===== src/rtl/mcu_pkg.sv =====
// Shared encodings for the multi-cycle RV32I control unit: FSM states, opcodes,
// ALU/immediate encodings and datapath mux selects.
package mcu_pkg;

    localparam logic [3:0] ST_FETCH    = 4'd0;
    localparam logic [3:0] ST_DECODE   = 4'd1;
    localparam logic [3:0] ST_MEMADR   = 4'd2;
    localparam logic [3:0] ST_MEMREAD  = 4'd3;
    localparam logic [3:0] ST_MEMWB    = 4'd4;
    localparam logic [3:0] ST_MEMWRITE = 4'd5;
    localparam logic [3:0] ST_EXECR    = 4'd6;
    localparam logic [3:0] ST_EXECI    = 4'd7;
    localparam logic [3:0] ST_ALUWB    = 4'd8;
    localparam logic [3:0] ST_JAL      = 4'd9;
    localparam logic [3:0] ST_BRANCH   = 4'd10;
    localparam logic [3:0] ST_TRAP     = 4'd11;

    typedef enum logic [3:0] {
        S_FETCH    = ST_FETCH,
        S_DECODE   = ST_DECODE,
        S_MEMADR   = ST_MEMADR,
        S_MEMREAD  = ST_MEMREAD,
        S_MEMWB    = ST_MEMWB,
        S_MEMWRITE = ST_MEMWRITE,
        S_EXECR    = ST_EXECR,
        S_EXECI    = ST_EXECI,
        S_ALUWB    = ST_ALUWB,
        S_JAL      = ST_JAL,
        S_BRANCH   = ST_BRANCH,
        S_TRAP     = ST_TRAP
    } state_t;

    localparam logic [6:0] OP_LOAD  = 7'b0000011;
    localparam logic [6:0] OP_STORE = 7'b0100011;
    localparam logic [6:0] OP_R     = 7'b0110011;
    localparam logic [6:0] OP_I     = 7'b0010011;
    localparam logic [6:0] OP_BR    = 7'b1100011;
    localparam logic [6:0] OP_JAL   = 7'b1101111;
    localparam logic [6:0] OP_LUI   = 7'b0110111;

    localparam logic [2:0] ALU_ADD = 3'b000;
    localparam logic [2:0] ALU_SUB = 3'b001;
    localparam logic [2:0] ALU_AND = 3'b010;
    localparam logic [2:0] ALU_OR  = 3'b011;
    localparam logic [2:0] ALU_SLT = 3'b101;

    localparam logic [2:0] IMM_I = 3'b000;
    localparam logic [2:0] IMM_S = 3'b001;
    localparam logic [2:0] IMM_B = 3'b010;
    localparam logic [2:0] IMM_J = 3'b011;
    localparam logic [2:0] IMM_U = 3'b100;

    localparam logic       ADR_PC     = 1'b0;
    localparam logic       ADR_ALUOUT = 1'b1;

    localparam logic [1:0] SRC_A_PC    = 2'b00;
    localparam logic [1:0] SRC_A_OLDPC = 2'b01;
    localparam logic [1:0] SRC_A_RS1   = 2'b10;
    localparam logic [1:0] SRC_A_ZERO  = 2'b11;

    localparam logic [1:0] SRC_B_RS2  = 2'b00;
    localparam logic [1:0] SRC_B_IMM  = 2'b01;
    localparam logic [1:0] SRC_B_FOUR = 2'b10;

    localparam logic [1:0] RES_ALUOUT = 2'b00;
    localparam logic [1:0] RES_RDATA  = 2'b01;
    localparam logic [1:0] RES_ALU    = 2'b10;

    function automatic logic [2:0] imm_src_of(input logic [6:0] opcode);
        case (opcode)
            OP_LOAD, OP_I: imm_src_of = IMM_I;
            OP_STORE:      imm_src_of = IMM_S;
            OP_BR:         imm_src_of = IMM_B;
            OP_JAL:        imm_src_of = IMM_J;
            OP_LUI:        imm_src_of = IMM_U;
            default:       imm_src_of = IMM_I;
        endcase
    endfunction

endpackage


===== src/rtl/alu_decoder.sv =====
// ALU operation decode from {funct3, funct7[5]}; I-type ops ignore funct7[5]
// because that bit belongs to the immediate there.
module alu_decoder
    import mcu_pkg::*;
(
    input  logic [2:0] funct3,
    input  logic       funct7_5,
    input  logic       is_r,
    output logic [2:0] alu_ctrl
);

    logic [3:0] key;

    always_comb begin
        key = {funct3, funct7_5 & is_r};
        case (key)
            4'b0000: alu_ctrl = ALU_ADD;
            4'b0001: alu_ctrl = ALU_SUB;
            4'b1110: alu_ctrl = ALU_AND;
            4'b1100: alu_ctrl = ALU_OR;
            4'b0100: alu_ctrl = ALU_SLT;
            default: alu_ctrl = ALU_ADD;
        endcase
    end

endmodule


===== src/rtl/multicycle_control_unit.sv =====
// Moore-sequenced control for a multi-cycle RV32I subset core sharing one memory
// port and one ALU; adds memory handshake, illegal-instruction trap and instret.
module multicycle_control_unit
    import mcu_pkg::*;
#(
    parameter int ALU_CTRL_W = 3,
    parameter int CNT_W      = 32
) (
    input  logic                  clk,
    input  logic                  rst,
    input  logic [31:0]           instr,
    input  logic                  zero,
    input  logic                  mem_ready,
    output logic                  mem_req,
    output logic                  mem_write,
    output logic                  adr_src,
    output logic                  ir_write,
    output logic                  pc_write,
    output logic                  reg_write,
    output logic [1:0]            alu_src_a,
    output logic [1:0]            alu_src_b,
    output logic [ALU_CTRL_W-1:0] alu_ctrl,
    output logic [2:0]            imm_src,
    output logic [1:0]            result_src,
    output logic                  illegal_instr,
    output logic                  retire,
    output logic [CNT_W-1:0]      instret
);

    state_t           state_reg;
    state_t           state_next;
    state_t           cur_state;
    logic [CNT_W-1:0] instret_reg;
    logic             illegal_reg;

    logic [6:0] opcode;
    logic [2:0] funct3;
    logic [2:0] dec_ctrl;
    logic [2:0] alu_ctrl_raw;
    logic       is_r;
    logic       mem_req_raw, mem_write_raw, ir_write_raw, pc_write_raw;
    logic       reg_write_raw, retire_raw;
    logic       unused_instr_bits;

    assign opcode            = instr[6:0];
    assign funct3            = instr[14:12];
    assign unused_instr_bits = ^{instr[31], instr[29:15], instr[11:7]};

    // While reset is held the outputs already show FETCH, so a reset mid-access
    // releases the memory port in the same cycle.
    assign cur_state = rst ? S_FETCH : state_reg;
    assign is_r      = (cur_state == S_EXECR);

    alu_decoder u_alu_decoder (
        .funct3   (funct3),
        .funct7_5 (instr[30]),
        .is_r     (is_r),
        .alu_ctrl (dec_ctrl)
    );

    always_comb begin
        state_next    = cur_state;
        mem_req_raw   = 1'b0;
        mem_write_raw = 1'b0;
        ir_write_raw  = 1'b0;
        pc_write_raw  = 1'b0;
        reg_write_raw = 1'b0;
        retire_raw    = 1'b0;
        adr_src       = ADR_PC;
        alu_src_a     = SRC_A_PC;
        alu_src_b     = SRC_B_RS2;
        alu_ctrl_raw  = ALU_ADD;
        result_src    = RES_ALUOUT;

        case (cur_state)
            S_FETCH: begin
                mem_req_raw = 1'b1;
                alu_src_b   = SRC_B_FOUR;
                result_src  = RES_ALU;
                if (mem_ready) begin
                    ir_write_raw = 1'b1;
                    pc_write_raw = 1'b1;
                    state_next   = S_DECODE;
                end
            end
            S_DECODE: begin
                alu_src_a = SRC_A_OLDPC;
                alu_src_b = SRC_B_IMM;
                case (opcode)
                    OP_LOAD, OP_STORE: state_next = S_MEMADR;
                    OP_R:              state_next = S_EXECR;
                    OP_I, OP_LUI:      state_next = S_EXECI;
                    OP_BR:             state_next = S_BRANCH;
                    OP_JAL:            state_next = S_JAL;
                    default:           state_next = S_TRAP;
                endcase
            end
            S_MEMADR: begin
                alu_src_a  = SRC_A_RS1;
                alu_src_b  = SRC_B_IMM;
                state_next = (opcode == OP_LOAD) ? S_MEMREAD : S_MEMWRITE;
            end
            S_MEMREAD: begin
                mem_req_raw = 1'b1;
                adr_src     = ADR_ALUOUT;
                if (mem_ready) state_next = S_MEMWB;
            end
            S_MEMWB: begin
                reg_write_raw = 1'b1;
                result_src    = RES_RDATA;
                retire_raw    = 1'b1;
                state_next    = S_FETCH;
            end
            S_MEMWRITE: begin
                mem_req_raw   = 1'b1;
                mem_write_raw = 1'b1;
                adr_src       = ADR_ALUOUT;
                if (mem_ready) begin
                    retire_raw = 1'b1;
                    state_next = S_FETCH;
                end
            end
            S_EXECR: begin
                alu_src_a    = SRC_A_RS1;
                alu_src_b    = SRC_B_RS2;
                alu_ctrl_raw = dec_ctrl;
                state_next   = S_ALUWB;
            end
            S_EXECI: begin
                alu_src_b = SRC_B_IMM;
                // lui is computed as 0 + U-immediate through the same path
                if (opcode == OP_LUI) begin
                    alu_src_a    = SRC_A_ZERO;
                    alu_ctrl_raw = ALU_ADD;
                end else begin
                    alu_src_a    = SRC_A_RS1;
                    alu_ctrl_raw = dec_ctrl;
                end
                state_next = S_ALUWB;
            end
            S_ALUWB: begin
                reg_write_raw = 1'b1;
                result_src    = RES_ALUOUT;
                retire_raw    = 1'b1;
                state_next    = S_FETCH;
            end
            S_JAL: begin
                alu_src_a    = SRC_A_OLDPC;
                alu_src_b    = SRC_B_FOUR;
                result_src   = RES_ALUOUT;
                pc_write_raw = 1'b1;
                state_next   = S_ALUWB;
            end
            S_BRANCH: begin
                alu_src_a    = SRC_A_RS1;
                alu_src_b    = SRC_B_RS2;
                alu_ctrl_raw = ALU_SUB;
                result_src   = RES_ALUOUT;
                case (funct3)
                    3'b000: begin
                        pc_write_raw = zero;
                        retire_raw   = 1'b1;
                        state_next   = S_FETCH;
                    end
                    3'b001: begin
                        pc_write_raw = ~zero;
                        retire_raw   = 1'b1;
                        state_next   = S_FETCH;
                    end
                    default: state_next = S_TRAP;
                endcase
            end
            S_TRAP:  state_next = S_TRAP;
            default: state_next = S_FETCH;
        endcase
    end

    always_ff @(posedge clk) begin
        if (rst) begin
            state_reg   <= S_FETCH;
            instret_reg <= '0;
            illegal_reg <= 1'b0;
        end else begin
            state_reg <= state_next;
            if (retire_raw) instret_reg <= instret_reg + CNT_W'(1);
            if (state_reg == S_TRAP) illegal_reg <= 1'b1;
        end
    end

    assign mem_req       = mem_req_raw   & ~rst;
    assign mem_write     = mem_write_raw & ~rst;
    assign ir_write      = ir_write_raw  & ~rst;
    assign pc_write      = pc_write_raw  & ~rst;
    assign reg_write     = reg_write_raw & ~rst;
    assign retire        = retire_raw    & ~rst;
    assign alu_ctrl      = ALU_CTRL_W'(alu_ctrl_raw);
    assign imm_src       = imm_src_of(opcode);
    assign illegal_instr = illegal_reg;
    assign instret       = instret_reg;

endmodule


===== config.mk =====
export PLATFORM = sky130hd
export DESIGN_NAME = multicycle_control_unit
export DESIGN_NICKNAME = d
export VERILOG_FILES = /design/src/rtl/mcu_pkg.sv /design/src/rtl/alu_decoder.sv /design/src/rtl/multicycle_control_unit.sv
export SDC_FILE = /design/constraint.sdc
export NUM_CORES = 1
export LEC_CHECK = 0
export ABC_AREA = 1
export BUFFER_PORTS_ARGS = -buffer_cell sky130_fd_sc_hd__clkbuf_2
export CORE_ASPECT_RATIO = 0.5
export CORE_MARGIN = 1.5
export CORE_UTILIZATION = 40
export CTS_CLUSTER_DIAMETER = 50
export DETAILED_ROUTE_END_ITERATION = 10
export MAX_ROUTING_LAYER = met4
export PLACE_DENSITY = 0.66
export SLEW_MARGIN = 10
export SYNTH_ARGS = -nofsm -noshare
export SYNTH_HDL_FRONTEND = slang
export SYNTH_HIERARCHICAL = 1
export SYNTH_SLANG_ARGS = --single-unit

===== constraint.sdc =====
create_clock -name clk -period 2.3 [get_ports clk]
set_input_delay 0.23 -clock clk [delete_from_list [all_inputs] [get_ports clk]]
set_output_delay 0.23 -clock clk [all_outputs]
set_load 0.05 [all_outputs]

# Word-level counts from Yosys, hierarchy flattened
# Cells that the tools add are included.
# W data, S select, Z words.
totals:
  register_bits: 37
  in_bits: 36
  output_inout_bits: 52
  elab_cells: 76
classes:
  n_addsub: 1
  eq_ne: 24
  muxes: 26
  bitwise: 9
  n_reduce_logical: 13
op_table:
  columns: ["cell", "count"]
  rows:
  - ["$add A32 B1 Y32 const B", 1]
  - ["$pmux W4 S8", 1]
  - ["$eq A4 B4 Y1 const B", 7]
  - ["$pmux W3 S4", 2]
  - ["$eq A7 B6 Y1 const B", 3]
  - ["$eq A4 B3 Y1 const B", 5]
  - ["$mux W4", 5]
  - ["$pmux W4 S5", 1]
  - ["$eq A7 B7 Y1 const B", 2]
  - ["$reduce_or A2 Y1", 7]
  - ["$reduce_or A3 Y1", 4]
  - ["$pmux W3 S3", 1]
  - ["$eq A4 B1 Y1 const B", 2]
  - ["$eq A4 B2 Y1 const B", 2]
  - ["$mux W1", 8]
  - ["$pmux W2 S2", 2]
  - ["$and A1 B1 Y1", 7]
  - ["$eq A7 B2 Y1 const B", 1]
  - ["$eq A7 B5 Y1 const B", 1]
  - ["$mux W3", 2]
  - ["$pmux W1 S3", 2]
  - ["$pmux W2 S3", 1]
  - ["$logic_not A4 Y1", 1]
  - ["$eq A3 B1 Y1 const B", 1]
  - ["3 further kinds", 4]

# Longest topological paths before layout
# Gate-level depths: netlist of the first run.
logic_depth:
  word_depth: 7
  depth_mapped: 13
  ltp_nobuf: 11

# Hierarchy
# Netlist of the first run, hierarchy kept.
by_module_without_submodules:
  columns: ["mod", "n_inst", "cells_each", "area_per_inst_um2", "seq_area_each_um2"]
  rows:
  - ["multicycle_control_unit", 1, 449, 2556.2, 740.7]
  - ["alu_decoder", 1, 12, 51.3, 0.0]

# Least setup slack after synthesis of the first run
# Ideal clock, no wire load.
synth_timing:
  path_kind: "input -> output"
  start: "in rst"
  end: "out pc_write"
  t_arrival_ns: 2.432
  t_required_ns: 2.070
  path_slack_ns: -0.362
  path_stages: 9
  n_path_buf: 2
  path_cell_list: "buf_6 inv_2 buf_6 o21ai_0 inv_1 nor2_1 nand2_1 nor3b_1 nor2_1"
synth_between:
  elab_chain_cells: 4
  elab_cells_between_ends: 7
  classes_between: "2 x eq/ne; 2 x mux; 2 x bitwise; 1 x reduce/logical"
synth_rtl:
  columns: ["item", "line_no", "text"]
  rows:
  - ["from (decl)", "multicycle_control_unit.sv:10", "input logic rst,"]
  - ["$mux W4", "multicycle_control_unit.sv:51", "assign cur_state = rst ? S_FETCH : state_reg;"]
  - ["$eq A4 B4 Y1 / $logic_not A4 Y1 (equally long branches)", "multicycle_control_unit.sv:75", "case (cur_state)"]
  - ["$pmux W1 S3", "multicycle_control_unit.sv:75", null]
  - ["$and A1 B1 Y1 (*)", "multicycle_control_unit.sv:193", "assign pc_write = pc_write_raw & ~rst;"]
  - ["to (decl)", "multicycle_control_unit.sv:18", "output logic pc_write,"]
# Mark *: on every way between the ends. The rest lies on a longest branch, timed or not.

# Worst setup path after layout of the first run
layout_timing:
  start: "reg state_reg[2]"
  end: "out pc_write"
layout_between:
  elab_chain_cells: 4
  elab_cells_between_ends: 6
  classes_between: "2 x eq/ne; 2 x mux; 1 x bitwise; 1 x reduce/logical"
layout_rtl:
  columns: ["item", "line_no", "text"]
  rows:
  - ["from (decl)", "multicycle_control_unit.sv:30", "state_t state_reg;"]
  - ["from (signal assigned)", "multicycle_control_unit.sv:184", "state_reg <= state_next;"]
  - ["$mux W4 (*)", "multicycle_control_unit.sv:51", null]
  - ["$eq A4 B4 Y1 / $logic_not A4 Y1 (equally long branches)", "multicycle_control_unit.sv:75", null]
  - ["$pmux W1 S3 (*)", "multicycle_control_unit.sv:75", null]
  - ["$and A1 B1 Y1 (*)", "multicycle_control_unit.sv:193", null]
# Marks and branches as above.

==> reports/qor_table.md, run 1 <==
| Result | Value |
| --- | --- |
| Flop-to-flop setup slack | 0.46 ns |
| Routed wire length per instance | 11.0 um |
| Number of CTS-inserted buffers | 5 |
| Kind of path behind the tightest hold check | in -> reg |
| Layout cells sized above 1 | 17.6% |
| Fin. Hold Viols | 0 |
| Starting density of the core | 42.2% |
| Portion of the clock cycle consumed by the worst path in the final layout | 93.4% |
| Initial antenna violation count | 0 |
| Final setup fails | 0 |
| Antenna diodes | 0 |
| Hold-critical path endpoint | instret[4] |
| Number of sinks handled by clock tree synthesis | 37 |
| Worst VDD drop | 228 uV |
| Fraction of power spent switching nets | 29.0% |
| Number of flip-flops under the largest register name | 32 |
| P&R area growth vs syn | 21.3% |
| Post-place instance area | 0.00300 sq mm |
| Internal power of the cells | 1.17 mW |
| Ys Warns | 6 |
| Share of synthesized area occupied by flip-flops and latches | 28.4% |
| Sequential share of power | 40.2% |
| Later-pin clock latency in the skew report | 0.29 ns |
| Switching Power | 0.477 mW |
| Synth Register Bits | 37 |
| Vias | 2926 |
| Number of global-route vias before repair | 2589 |
| Final layout net count | 565 |
| Violation count after the first detailed-routing iteration | 170 |
| Number of nets with antenna violations after routing | 0 |
| Period minus WS final | 2.15 ns |
| Core Area | 0.00618 sq mm |
| Maximum frequency from static timing analysis | 0.466 GHz |
| Nature of the critical path endpoint | output port |
| Reg-to-reg endpoint | instret[18] |
| Clk pin slew, worst setup/hold paths | 0.06 ns |
| # H-tree levels | 2 |
| Max-slew violations | 0 |
| Largest net degree at the start of global routing | 21 |
| Standard-cell rows | 20 |
| Global-route wire length before repair | 11.5 mm |
| TritonCTS clock tree | done |
| Average cell area after synthesis | 5.66 sq um |
| Number of cells on the worst hold path | 2 |
| Post-CTS resize count | 0 |
| Number of setup buffers added after CTS | 0 |
| Overall die height | 60.1 um |
| Launch instance of the worst min-delay path | rst |
| Net count after synthesis | 498 |
| I/O pin cnt | 88 |
| Crit Path Max Fanout | 5 |
| Final design area excluding fillers | 0.00316 sq mm |
| Transition time of the tightest slew-check pin | 0.439 ns |
| Cell at the root of the clock tree | clkbuf_16 |
| Last weighted congestion value of the routability-driven placer | 0.920 |
| Number of unique standard cell types used by synthesis | 30 |
| Final-layout worst hold slack | 0.228 ns |
| Clock Path Buffers | 2 |
| Port buffer count | 66 |
| Die extent in x | 117 um |
| RSZ-0062 raised after global routing | false |
| Worst max-slew margin expressed relative to the limit | 70.5% |
| Overall die area | 0.00704 sq mm |
| Total global-route track usage | 21.8% |
| Final TNS setup | 0 ns |
| Clock group share of total power | 44.4% |
| Critical Setup Path Class | reg -> out |
| Comb power frac | 15.3% |
| Result of the run | completed |
| Required time of the critical path | 2.07 ns |
| Worst Setup Start Kind | flop |
| Signal arrival time at the worst endpoint | 1.92 ns |
| Detailed Route WL | 6.79 mm |
| Placed wire-length estimate after detailed placement | 5.25 mm |
| Number of detailed-routing iterations run before antenna repair | 4 |
| Cts hold-fix bufs | 0 |
| Final Core Density | 51.2% |
| Cell area after synthesis | 0.00261 sq mm |
| Via/cell ratio | 4.74 |
| Number of violations of the max-capacitance limit | 0 |
| FF-to-FF path depth | 8 |
| Power density cells | 521 mW/mm^2 |
| Startpoint of the lowest-slack register-to-register path | instret[0] |
| LEAKAGE | 1.39 nW |
| Setup skew after layout | 0.00354 ns |
| Number of instances in the synthesized netlist | 461 |
| Number of design rule violations left after detail routing | 0 |
| Sum of overflow across all layers after global routing | 0 |
[worst max-delay path by stage]
stage	start	end	slack, ns	cells past startpoint
final	state_reg[2]	pc_write	0.15	7
after global routing	state_reg[2]	pc_write	0.007	7
after CTS	state_reg[2]	pc_write	0.17	7
after detailed placement	rst	alu_ctrl[0]	0.32	13
after global placement	rst	alu_ctrl[0]	0.31	13
after floorplan	rst	pc_write	-0.09	9
[worst max-delay path, stage by stage (launching register included)]
cell      delay [ns]
dfxtp_1         0.36
o21ai_0         0.30
inv_1           0.16
nor2_2          0.15
nand2_1         0.12
nor3b_1         0.16
nor2_1          0.09
clkbuf_2        0.28
[per-layer routing]
layer | up-vias | share of wire (%) | GRT usage (%)
met2 | 80 | 41 | 33.6
met5 | - | 0 | -
met3 | 7 | 7.0 | 6.29
li1 | 1566 | - | -
met1 | 1273 | 51 | 28.6
met4 | 0 | 0.68 | 4.65
[stage by stage]
step	std cells	setup slack (ns)	total power, mW
after floorplan	461	-0.0881	0.870
after global placement	609	0.314	0.929
after detailed placement	609	0.318	0.930
after CTS	617	0.167	1.65
after global routing	617	0.00723	1.72
final	617	0.152	1.65
[cell usage in the layout (no fill, tap or decap), types with 2 or more instances in the layout]
cell and count:
clkinv_2 2, clkbuf_8 2, buf_4 4, nor3_1 4, inv_1 48, xor2_1 6, nor2_2 3, dfxtp_1 37
o21ai_0 5, inv_2 2, nand2_1 158, clkbuf_2 66, nand4_1 4, o22ai_1 2, xnor2_1 4, clkbuf_16 5
o21ai_1 3, o211ai_1 2, nand2_2 4, nor2_1 100, nand3_1 35, nand3_2 2, a21oi_1 23
[synth_stat cells (all sizes together)]
master  count  area [sq um]
o22ai       2          12.5
inv        50           188
o211ai      2          15.0
xor2        6          52.6
nor3        4          20.0
and2        1          6.26
nor4        1          6.26
a31o        1          8.76
nand4       4          25.0
nand3      38           213
nand2     162           618
buf         7          67.6
ha          1          12.5
nor2      104           400
nor3b       1          7.51
xnor2       4          35.0
o21bai      1          7.51
o21ai       8          40.0
clkbuf      3          11.3
dfxtp      37           741
clkinv      1          5.00
a21oi      23           115
[kinds of logic after synthesis]
family	count (synthesis)	synth area share [%]
xor+xnor	10	3.36
buf+inv	61	10.4
flops	37	28.4
simple gates	315	49.7
compound gates	37	7.63
fa+ha+maj	1	0.480
[cell type report]
cell class	instances	area, sq um
Inverter	51	193
Multi-Input combinational cell	363	1600
Timing Repair Buffer	70	360
Clock buffer	7	153
Tap cell	88	110
Sequential cell	37	741
Fill cell	709	3020
Clock inverter	1	5.00
[power by group through the flow]
stage                     sequential (mW)  clock (mW)  combinational [mW]
final                               0.662       0.732               0.253
after global routing                0.664       0.777               0.278
after CTS                           0.662       0.737               0.254
after detailed placement            0.676           0               0.253
after global placement              0.676           0               0.253
after floorplan                     0.679           0               0.191
Power figures use the tool's default switching activity.
==> run 2, diff against run 1 <==
--- a/config.mk
+++ b/config.mk
@@ -11,9 +11,10 @@
 export CORE_MARGIN = 1.5
 export CORE_UTILIZATION = 40
 export CTS_CLUSTER_DIAMETER = 50
+export CTS_CLUSTER_SIZE = 30
 export DETAILED_ROUTE_END_ITERATION = 10
 export MAX_ROUTING_LAYER = met4
-export PLACE_DENSITY = 0.66
+export PLACE_DENSITY = 0.69
 export SLEW_MARGIN = 10
 export SYNTH_ARGS = -nofsm -noshare
 export SYNTH_HDL_FRONTEND = slang
==> reports/qor_table.md, run 2 (synthesis gave the netlist of run 1 again) <==
| Result | Value |
| --- | --- |
| Switching Power | 0.472 mW |
| Flop-to-flop setup slack | 0.44 ns |
| Total global-route track usage | 20.5% |
| Worst VDD drop | 212 uV |
| Number of flip-flops under the largest register name | 32 |
| Clock group share of total power | 46.9% |
| FF-to-FF path depth | 8 |
| Maximum frequency from static timing analysis | 0.484 GHz |
| TritonCTS clock tree | done |
| Number of sinks handled by clock tree synthesis | 37 |
| Number of nets with antenna violations after routing | 0 |
| Sequential share of power | 38.4% |
| Number of design rule violations left after detail routing | 0 |
| Layout cells sized above 1 | 17.6% |
| Post-place instance area | 0.00300 sq mm |
| Number of violations of the max-capacitance limit | 0 |
| Port buffer count | 66 |
| Reg-to-reg endpoint | instret[22] |
| Routed wire length per instance | 10.8 um |
| Fraction of power spent switching nets | 27.4% |
| Nature of the critical path endpoint | output port |
| Sum of overflow across all layers after global routing | 0 |
| Crit Path Max Fanout | 26 |
| Critical Setup Path Class | reg -> out |
| Detailed Route WL | 6.68 mm |
| Comb power frac | 14.6% |
| Placed wire-length estimate after detailed placement | 5.20 mm |
| Standard-cell rows | 20 |
| Worst Setup Start Kind | flop |
| Setup WS pre-CTS | 0.376 ns |
| Period minus WS final | 2.07 ns |
| Kind of path behind the tightest hold check | in -> reg |
| Largest net degree at the start of global routing | 27 |
| Result of the run | completed |
| Last weighted congestion value of the routability-driven placer | 0.887 |
| Overall die height | 60.1 um |
| Antenna diodes | 0 |
| Max-slew violations | 0 |
| Startpoint of the lowest-slack register-to-register path | instret[0] |
| Most common library cell in the layout ignoring fill and taps | nand2_1 |
| Transition time of the tightest slew-check pin | 0.435 ns |
| Number of CTS-inserted buffers | 5 |
| Die extent in x | 117 um |
| Fin. Hold Viols | 0 |
| Clock Path Buffers | 2 |
| Vias | 2922 |
| Internal power of the cells | 1.25 mW |
| Number of global-route vias before repair | 2527 |
| Starting density of the core | 42.2% |
| Final design area excluding fillers | 0.00318 sq mm |
| Worst max-slew margin expressed relative to the limit | 70.8% |
| Total design power | 1.72 mW |
| Hold-critical path endpoint | state_reg[0] |
| Global-route wire length before repair | 11.1 mm |
| Later-pin clock latency in the skew report | 0.28 ns |
| Core Area | 0.00618 sq mm |
| Signal arrival time at the worst endpoint | 1.84 ns |
| # H-tree levels | 2 |
| Number of setup buffers added after CTS | 0 |
| Cts hold-fix bufs | 0 |
| Setup skew after layout | 0.00654 ns |
| P&R area growth vs syn | 22.0% |
| Number of cells on the worst hold path | 2 |
| Violation count after the first detailed-routing iteration | 156 |
| Worst Setup Slack, final | 0.234 ns |
| Number of detailed-routing iterations run before antenna repair | 5 |
| Clk pin slew, worst setup/hold paths | 0.06 ns |
| Required time of the critical path | 2.07 ns |
| LEAKAGE | 1.39 nW |
| Via/cell ratio | 4.74 |
| RSZ-0062 raised after global routing | false |
| Launch instance of the worst min-delay path | rst |
| Leading cell types in the layout, fill and taps excluded | 158 x nand2_1, 100 x nor2_1, 66 x clkbuf_2, 48 x inv_1, 37 x dfxtp_1 |
| Final layout net count | 565 |
| Final setup fails | 0 |
| I/O pin cnt | 88 |
| Overall die area | 0.00704 sq mm |
| Power density cells | 542 mW/mm^2 |
| Cell at the root of the clock tree | clkbuf_16 |
| Portion of the clock cycle consumed by the worst path in the final layout | 89.8% |
| Initial antenna violation count | 0 |
-- run 2: through the flow --
step / setup TNS (ns) / instances / util (%) / hold slack [ns]
5_1_grt: 0 / 617 / 51.5 / 0.240
4_1_cts: 0 / 617 / 51.5 / 0.220
6_report: 0 / 617 / 51.5 / 0.217
3_5_place_dp: 0 / 609 / 48.6 / 0.463
3_3_place_gp: 0 / 609 / 48.6 / 0.454
2_1_floorplan: -0.0881 / 461 / - / 0.365
-- run 2: repair_timing --
action,4_1_cts,5_1_grt
endpoints found under the setup margin,0,1
gates resized for setup,0,1
hold endpoints to repair,0,0
-- run 2: power by group through the flow --
stage | Combinational (mW) | Sequential, mW | Clock [mW]
2_1_floorplan | 0.191 | 0.679 | 0
3_3_place_gp | 0.252 | 0.676 | 0
4_1_cts | 0.252 | 0.662 | 0.818
6_report | 0.252 | 0.662 | 0.809
5_1_grt | 0.273 | 0.663 | 0.849
3_5_place_dp | 0.251 | 0.676 | 0
-- run 2: worst max-delay path by stage --
stage / slack, ns / from / endpoint
after floorplan: -0.09 / rst / pc_write
after global placement: 0.35 / rst / alu_ctrl[0]
after detailed placement: 0.38 / rst / alu_ctrl[0]
after CTS: 0.21 / state_reg[2] / pc_write
after global routing: 0.08 / state_reg[1] / alu_ctrl[0]
final: 0.23 / state_reg[0] / retire
-- run 2: per-layer routing --
layer | global-route usage (%) | part of all wire (%)
met1 | 26.2 | 49
met2 | 33.5 | 44
met3 | 4.36 | 6.1
met4 | 4.82 | 0.73
met5 | - | 0
-- run 2: cell type report --
class / count / area (sq um)
sequential: 37 / 741
tap: 88 / 110
clock inverter: 2 / 37.5
fill: 683 / 3000
inverter: 51 / 193
timing repair buffer: 70 / 360
clock buffer: 6 / 139
multi-input combinational: 363 / 1600
-- run 2: worst max-delay path, cell delays in order (launching register included) --
cell	delay, ns
dfxtp_1	0.47
nand2_1	0.16
nor2_1	0.16
nand3_1	0.15
nand3_4	0.26
clkbuf_2	0.34
==> run 3, diff against run 2 <==
==> constraint.sdc (replaced) <==
create_clock -name clk -period 2.5 [get_ports clk]
set_input_delay 0.25 -clock clk [delete_from_list [all_inputs] [get_ports clk]]
set_output_delay 0.25 -clock clk [all_outputs]
set_load 0.05 [all_outputs]
==> reports/qor_table.md, run 3 (synthesis gave the netlist of run 1 again) <==
| Result | Value |
| --- | --- |
| Result of the run | completed |
| Period minus WS final | 2.16 ns |
| Violation count after the first detailed-routing iteration | 145 |
| Total global-route track usage | 20.5% |
| P&R area growth vs syn | 20.4% |
| Overall die height | 60.1 um |
| Standard-cell rows | 20 |
| Kind of path behind the tightest hold check | in -> reg |
| Non-filler cells in the finished layout | 615 |
| Die extent in x | 117 um |
| Number of design rule violations left after detail routing | 0 |
| Cts hold-fix bufs | 0 |
| Final setup fails | 0 |
| Initial antenna violation count | 0 |
| Cell Count Post-Placement | 608 |
| Worst Setup Start Kind | flop |
| Starting density of the core | 42.2% |
| Number of detailed-routing iterations run before antenna repair | 4 |
| Routing usage on met1 | 26.0% |
| Later-pin clock latency in the skew report | 0.28 ns |
| Routed wire length per instance | 11.0 um |
| Final TNS setup | 0 ns |
| Largest net degree at the start of global routing | 27 |
| Number of sinks handled by clock tree synthesis | 37 |
| Number of setup buffers added after CTS | 0 |
| Portion of the clock cycle consumed by the worst path in the final layout | 86.4% |
| Final Core Density | 50.8% |
| Filler Cell Count | 679 |
| RSZ-0062 raised after global routing | false |
| Final design area excluding fillers | 0.00314 sq mm |
| Max-slew violations | 0 |
| Post-CTS resize count | 0 |
| Number of global-route vias before repair | 2542 |
| GRT Max-Usage Layer | met2 |
| Transition time of the tightest slew-check pin | 0.462 ns |
| Via/cell ratio | 4.77 |
| Clock Path Buffers | 2 |
| Number of violations of the max-capacitance limit | 0 |
| Setup skew after layout | 0.00221 ns |
| Required time of the critical path | 2.25 ns |
| Global-route met2 utilization | 33.9% |
| Critical Setup Path Class | reg -> out |
| Nature of the critical path endpoint | output port |
| Fin. Hold Viols | 0 |
| Post-place instance area | 0.00300 sq mm |
| Most common library cell in the layout ignoring fill and taps | nand2_1 |
| Leading cell types in the layout, fill and taps excluded | 158 x nand2_1, 100 x nor2_1, 66 x clkbuf_2, 48 x inv_1, 37 x dfxtp_1 |
| Power density cells | 468 mW/mm^2 |
| Placed wire-length estimate after detailed placement | 5.26 mm |
| Vias | 2934 |
| Core Area | 0.00618 sq mm |
| Global-route wire length before repair | 11.0 mm |
| Maximum frequency from static timing analysis | 0.463 GHz |
| I/O pin cnt | 88 |
| Layout cells sized above 1 | 17.1% |
| Worst max-slew margin expressed relative to the limit | 68.9% |
| Cell at the root of the clock tree | clkbuf_16 |
| Crit Path Max Fanout | 5 |
| LEAKAGE | 1.37 nW |
| Number of cells on the worst hold path | 2 |
| Signal arrival time at the worst endpoint | 1.91 ns |
| Number of flip-flops under the largest register name | 32 |
| Total design power | 1.47 mW |
| Clk pin slew, worst setup/hold paths | 0.05 ns |
| Worst VDD drop | 270 uV |
| Met3 GRT Util | 3.85% |
| Final layout net count | 564 |
| Sum of overflow across all layers after global routing | 0 |
| Antenna diodes | 0 |
| TritonCTS clock tree | done |
| Number of CTS-inserted buffers | 5 |
| Port buffer count | 66 |
| # H-tree levels | 2 |
| Detailed Route WL | 6.78 mm |
| Number of nets with antenna violations after routing | 0 |
| Overall die area | 0.00704 sq mm |
| FF-to-FF path depth | 8 |
| Last weighted congestion value of the routability-driven placer | 0.908 |
## run 3: cell count changes in the layout (fill, tap and decap cells not counted), sizes merged
cell | previous run | this run
bufinv | 1 | 0
buf | 4 | 3
clkinvlp | 1 | 0
clkbuf | 72 | 73
## run 3: per-layer routing
layer / vias up / wire (um)
li1: 1562 / -
met1: 1291 / 3430
met2: 75 / 2940
met3: 6 / 345
met4: 0 / 62
met5: - / 0
## run 3: cell type report
class                   instances  area (sq um)  share of cell area [%]
multi-input cells             363          1600                    51.0
flip-flops and latches         37           741                    23.6
repair buffers                 69           353                    11.2
inverters                      51           193                    6.14
clock buffers                   7           143                    4.54
well taps                      88           110                    3.51
## run 3: path summary, 6_finish.rpt
| check | to | slack (ns) | from |
|---|---|---|---|
| max | pc_write | 0.34 | state_reg[2] |
| min | state_reg[0] | 0.23 | rst |
| max reg2reg | instret[3] | 0.59 | state_reg[3] |
| min reg2reg | illegal_instr | 0.49 | illegal_instr |
## run 3: critical path, cell delays in order (launching register included)
cell	delay, ns
dfxtp_1	0.36
o21ai_0	0.30
inv_1	0.15
nor2_2	0.15
nand2_1	0.12
nor3b_1	0.16
nor2_1	0.10
clkbuf_2	0.29
## run 3: power breakdown
part	internal [mW]	switching (mW)
combinational	0.0545	0.176
sequential	0.598	0.0116
clock	0.391	0.236
total	1.04	0.424
## run 3: per-stage QoR
stage / worst slack [ns] / hold WS [ns]
6_report: 0.340 / 0.225
3_3_place_gp: 0.540 / 0.466
2_1_floorplan: 0.0231 / 0.385
5_1_grt: 0.129 / 0.241
3_5_place_dp: 0.542 / 0.482
4_1_cts: 0.344 / 0.234
